File: config.mk
export PLATFORM = sky130hd
export DESIGN_NAME = alu_seq
export DESIGN_NICKNAME = d
export VERILOG_FILES = /design/src/rtl/alu_seq.sv
export SDC_FILE = /design/constraint.sdc
export NUM_CORES = 1
export LEC_CHECK = 0
export ABC_AREA = 1
export ABC_CLOCK_PERIOD_IN_PS = 2300
export CORE_UTILIZATION = 45
export DETAILED_ROUTE_END_ITERATION = 10
export GPL_TIMING_DRIVEN = 0
export MAX_ROUTING_LAYER = met4
export PLACE_DENSITY = 0.67
export SLEW_MARGIN = 20
export SYNTH_ARGS = -nofsm -noshare
export SYNTH_HDL_FRONTEND = slang
export SYNTH_SLANG_ARGS = --single-unit
File: constraint.sdc
create_clock -name clk -period 2.3 [get_ports clk]
set_input_delay 0.575 -clock clk [delete_from_list [all_inputs] [get_ports clk]]
set_output_delay 0.575 -clock clk [all_outputs]
set_load 0.02 [all_outputs]
File: src/rtl/alu_seq.sv
// rtl/alu_seq.sv - handshaked ALU: single-cycle logic/arith, iterative one-bit-per-cycle shifts
module alu_seq #(
    parameter int WIDTH = 8
) (
    input  logic             clk,
    input  logic             rst_n,
    input  logic             in_valid,
    output logic             in_ready,
    input  logic [3:0]       op,
    input  logic [WIDTH-1:0] a,
    input  logic [WIDTH-1:0] b,
    output logic             out_valid,
    input  logic             out_ready,
    output logic [WIDTH-1:0] z,
    output logic             carry,
    output logic             zero,
    output logic             err
);
    localparam int SHW = $clog2(WIDTH);

    typedef enum logic [1:0] {IDLE, BUSY, DONE} state_t;

    state_t           state;
    logic [WIDTH-1:0] acc;
    logic [SHW-1:0]   cnt;
    logic [1:0]       sh_op;
    logic [SHW-1:0]   amt;
    logic             is_shift;
    logic [WIDTH:0]   sum;
    logic [WIDTH:0]   diff;
    logic [WIDTH-1:0] imm_z;
    logic             imm_c;
    logic             imm_err;
    logic [WIDTH-1:0] acc_next;
    logic             acc_out;

    assign amt      = b[SHW-1:0];
    assign is_shift = (op[3:2] == 2'b10);
    assign sum      = {1'b0, a} + {1'b0, b};
    assign diff     = {1'b0, a} - {1'b0, b};

    // Results that are known at the accept edge; a zero-length shift passes a through.
    always_comb begin
        imm_z   = '0;
        imm_c   = 1'b0;
        imm_err = 1'b0;
        case (op)
            4'd0: imm_z = a & b;
            4'd1: imm_z = a | b;
            4'd2: imm_z = ~(a & b);
            4'd3: imm_z = ~(a | b);
            4'd4: imm_z = a ^ b;
            4'd5: imm_z = ~(a ^ b);
            4'd6: begin
                imm_z = sum[WIDTH-1:0];
                imm_c = sum[WIDTH];
            end
            4'd7: begin
                imm_z = diff[WIDTH-1:0];
                imm_c = diff[WIDTH];
            end
            4'd8, 4'd9, 4'd10, 4'd11: imm_z = a;
            default: imm_err = 1'b1;
        endcase
    end

    // One-bit step of the iterative shifter; sh_op is op[1:0] of SHL/SHR/SAR/ROL.
    always_comb begin
        acc_next = acc;
        acc_out  = 1'b0;
        case (sh_op)
            2'd0: begin
                acc_next = {acc[WIDTH-2:0], 1'b0};
                acc_out  = acc[WIDTH-1];
            end
            2'd1: begin
                acc_next = {1'b0, acc[WIDTH-1:1]};
                acc_out  = acc[0];
            end
            2'd2: begin
                acc_next = {acc[WIDTH-1], acc[WIDTH-1:1]};
                acc_out  = acc[0];
            end
            default: begin
                acc_next = {acc[WIDTH-2:0], acc[WIDTH-1]};
                acc_out  = acc[WIDTH-1];
            end
        endcase
    end

    always_ff @(posedge clk or negedge rst_n) begin
        if (!rst_n) begin
            state     <= IDLE;
            acc       <= '0;
            cnt       <= '0;
            sh_op     <= '0;
            z         <= '0;
            carry     <= 1'b0;
            zero      <= 1'b0;
            err       <= 1'b0;
            out_valid <= 1'b0;
            in_ready  <= 1'b0;
        end else begin
            case (state)
                IDLE: begin
                    in_ready <= 1'b1;
                    if (in_valid && in_ready) begin
                        in_ready <= 1'b0;
                        if (is_shift && amt != '0) begin
                            state <= BUSY;
                            acc   <= a;
                            cnt   <= amt;
                            sh_op <= op[1:0];
                            err   <= 1'b0;
                        end else begin
                            state     <= DONE;
                            out_valid <= 1'b1;
                            z         <= imm_z;
                            carry     <= imm_c;
                            zero      <= (imm_z == '0);
                            err       <= imm_err;
                        end
                    end
                end
                BUSY: begin
                    acc   <= acc_next;
                    carry <= acc_out;
                    cnt   <= cnt - 1'b1;
                    if (cnt == SHW'(1)) begin
                        state     <= DONE;
                        out_valid <= 1'b1;
                        z         <= acc_next;
                        zero      <= (acc_next == '0);
                    end
                end
                DONE: begin
                    if (out_ready) begin
                        state     <= IDLE;
                        out_valid <= 1'b0;
                        in_ready  <= 1'b1;
                    end
                end
                default: begin
                    state     <= IDLE;
                    out_valid <= 1'b0;
                    in_ready  <= 1'b0;
                end
            endcase
        end
    end
endmodule

==> flow_summary.toml <==
[worst_setup_path]
slowest_stage = "clkdlybuf4s50_1"
reg2reg_depth = 8
r2r-start = "sh_op[0]"
crit_fanout = 8
critPathRequiredTime_ps = 2530
endpoint_kind = "flop"
critPathTopFamily = "simple AND/OR/NAND/NOR gates"
path_class = "primary input to flop"
slowest_delay_ps = 520
cp.arrival_ps = 2440
crit_chain = "clkdlybuf4s50_1, inv_1, nor2_2, nand2_1, nand2_1, nor2_1, nand3_1, nor2_2, o211ai_1, o21a_1"
cp.buffers_inverters = 2
reg2reg_to = "zero"
ff2ff_setup_slack_ps = 340
crit_path_start_kind = "primary input"

[placed_design]
place.port_buffers = 36
place_area_um2 = 3511
pre_cts_ws_ps = -720.5
routabilityCongestion = 1.016
hpwl_mm = 7.266

[clock_tree]
tritoncts = "built"
clock-sinks = 28
clock_path_buffers = 2
htreeDepth = 1
holdBufCountCts = 0
cts_made_buffers = 3
path_clk_slew_ps = 90
cts_root_buf = "clkbuf_8"
clock_latency_ps = 280

[yosys]
synth_area_um2 = 3059
avgSynthCellArea_um2 = 6.269
synth.mux.area_fraction_pct = 0
yosysWarnings = 0
netlist_top_cells_area = "dfrtp_1 (23%), nand2_1 (14%), ha_1 (12%), inv_1 (9.1%), nand3_1 (8.7%)"
synth_edf_count = 0
yosysUniqueCellTypes = 38
synth-xor-area-share_pct = 0.2863
synth_top_family_by_area = "simple AND/OR/NAND/NOR gates"
syn_nets = 544
seq_area_frac_synth_pct = 22.90
ys_ff_latch = 28
yosysTopAreaCellShare_pct = 22.90
synth_compound_area_share_pct = 15.99
synth_top_area_cell = "dfrtp_1"
yosysMostFrequentCell = "nand2_1"
yosys.area_share.adder_pct = 13.58
netlist_top_cells_count = "nand2_1 (117), inv_1 (74), nor2_1 (61), nand3_1 (53), o21ai_0 (41)"
async_reset_ff_share_pct = 100.0
synthFlopType = "dfrtp_1"
syn_inst = 488
synth_simple_gate_area_share_pct = 35.62

[final_layout]
diodes = 0
design_area_um2 = 3792
nNetsFinal = 587
syn2layout_area_growth_pct = 23.97
drive_gt1_share_pct = 17.17
fill_cells = 641

[pwr]
ir_drop_v = 0.0003152
p_total_mw = 3.322
power_density_nw_per_um2 = 875.9
leakage_nw = 1.883

[drt]
routed_wl_mm = 9.140
vias_per_cell = 5.483
drc = 1
dr_total_vias = 3328
dr.pass1.iters = 7
dr.first_iter.drc_count = 192
wl_per_cell_um = 15.06
postRouteAntennaNets = 0

[global_route]
grt_pass1_wl_mm = 14.94
grt_usage_pct = 27.06
antenna_found_initial = 0
grt.overflow.total = 0
grt_max_degree = 29
grt_pass1_vias = 3163

[floorplan]
rows = 29
initial_utilization_pct = 47.37
fp.dieW_um = 84.45
boundaryPins = 37
die_h_um = 84.45
die-area_um2 = 7132
core_um2 = 6459

[sta]
skew_ps = 2.145
max_freq_mhz = 451.3
setup_viol = 0
worst_pin_slew_ps = 637.6
worst_slack_ps = 84.25
period_share_pct = 96.34
layout_min_cycle_time_ps = 2216
slew_viol_final = 0
finalHoldViolations = 0
slew_headroom_pct = 57.49

[outcome]
violations = "DRC"
status = "finished, violations left"

[run]
drv_cap = 0

[min_path]
min_path_type = "primary input to asynchronous set/reset pin"
[power by group]
group	leakage (nW)	switching [mW]	internal, mW	total (mW)
clock network	0.0288	0.158	0.154	0.312
logic	1.51	1.30	0.822	2.12
registers	0.344	0.150	0.739	0.889
[cell families (layout without fill, tap and decap cells)]
kind of cell,after synthesis,after routing
compound gates,84,84
xor+xnor,1,1
fa+ha+maj,32,32
buf+inv,88,130
flops,28,28
simple gates,255,255
[sequential cells by signal, indices dropped and copies added, names as in the netlist]
register,flops
err,1
z,8
cnt,3
in_ready,1
out_valid,1
zero,1
sh_op,2
acc,8
carry,1
state,2
[cells in the final DEF (no fill, tap or decap), types with 2 or more instances in the layout]
cell and instances:
nand4_1 6, o21ai_0 39, inv_1 64, nand3_1 46, dlymetal6s2s_1 6, o211ai_1 5
a31oi_1 2, o21ai_1 3, clkdlybuf4s50_1 20, nand2_2 8, a21oi_2 5, clkbuf_8 4
a21oi_1 11, nand2_1 110, a21oi_4 2, a21boi_0 2, dlygate4sd2_1 3, nand3b_1 2
o21a_1 2, nor3_1 5, clkbuf_2 6, dfrtp_1 28, ha_1 26, nor2_2 16
buf_4 6, or2_2 2, ha_4 3, nand3_2 7, inv_2 11, nor2_1 44
fa_2 2, buf_6 3, buf_2 5, nor2_4 6, o32ai_1 5
[final cells by class]
type                    instances  area (um^2)  area share [%]
repair buffers                 39        359.1           9.469
well taps                      77        96.34           2.540
multi-input cells             372         2213           58.36
flip-flops and latches         28        700.7           18.48
plain buffers                  11        80.08           2.112
inverters                      76        287.8           7.588
clock buffers                   4        55.05           1.452
[worst reg2reg max path, cell delays in order (launching register included)]
cell and delay [ps]:
dfrtp_1 430, ha_1 310, nor2_1 410, o21ai_0 250, nor2_1 150, nand3_1 80
nor2_1 110, nor2_1 60, a21oi_2 110
[worst max-delay path by stage]
stage                from  cells after the start  slack [ps]   end
floorplan            a[0]                     14         190  zero
global placement     a[0]                     15        -690  zero
detailed placement   a[0]                     15        -720  zero
CTS                 op[3]                     11           7  z[2]
global route         a[2]                     14         -30  zero
finish              op[3]                     10          80  z[3]
[through the flow]
stage | hold slack (ps) | util (%) | setup TNS, ps | instances
4_1_cts | 327.0 | 56.64 | 0 | 605
6_report | 304.8 | 58.72 | 0 | 607
2_1_floorplan | 279.4 | - | 0 | 488
5_1_grt | 356.5 | 58.72 | -27.22 | 607
3_5_place_dp | 468.6 | 54.36 | -8886 | 601
3_3_place_gp | 465.0 | 54.44 | -8037 | 601
[per-layer routing]
layer / up-vias / track usage, % / share of wire (%) / routed length (um)
li1: 1674 / - / - / -
met1: 1550 / 32.87 / 44 / 4000
met2: 85 / 48.29 / 50 / 4576
met3: 19 / 0.8850 / 2.9 / 264
met4: 0 / 9.399 / 3.3 / 300
met5: - / - / 0 / 0
[repair_timing]
item,CTS,global route
setup endpoints to repair,19,9
setup buffers,1,2
pin swaps,3,14
gates resized for setup,41,60
(Power assumes the default switching activity.)
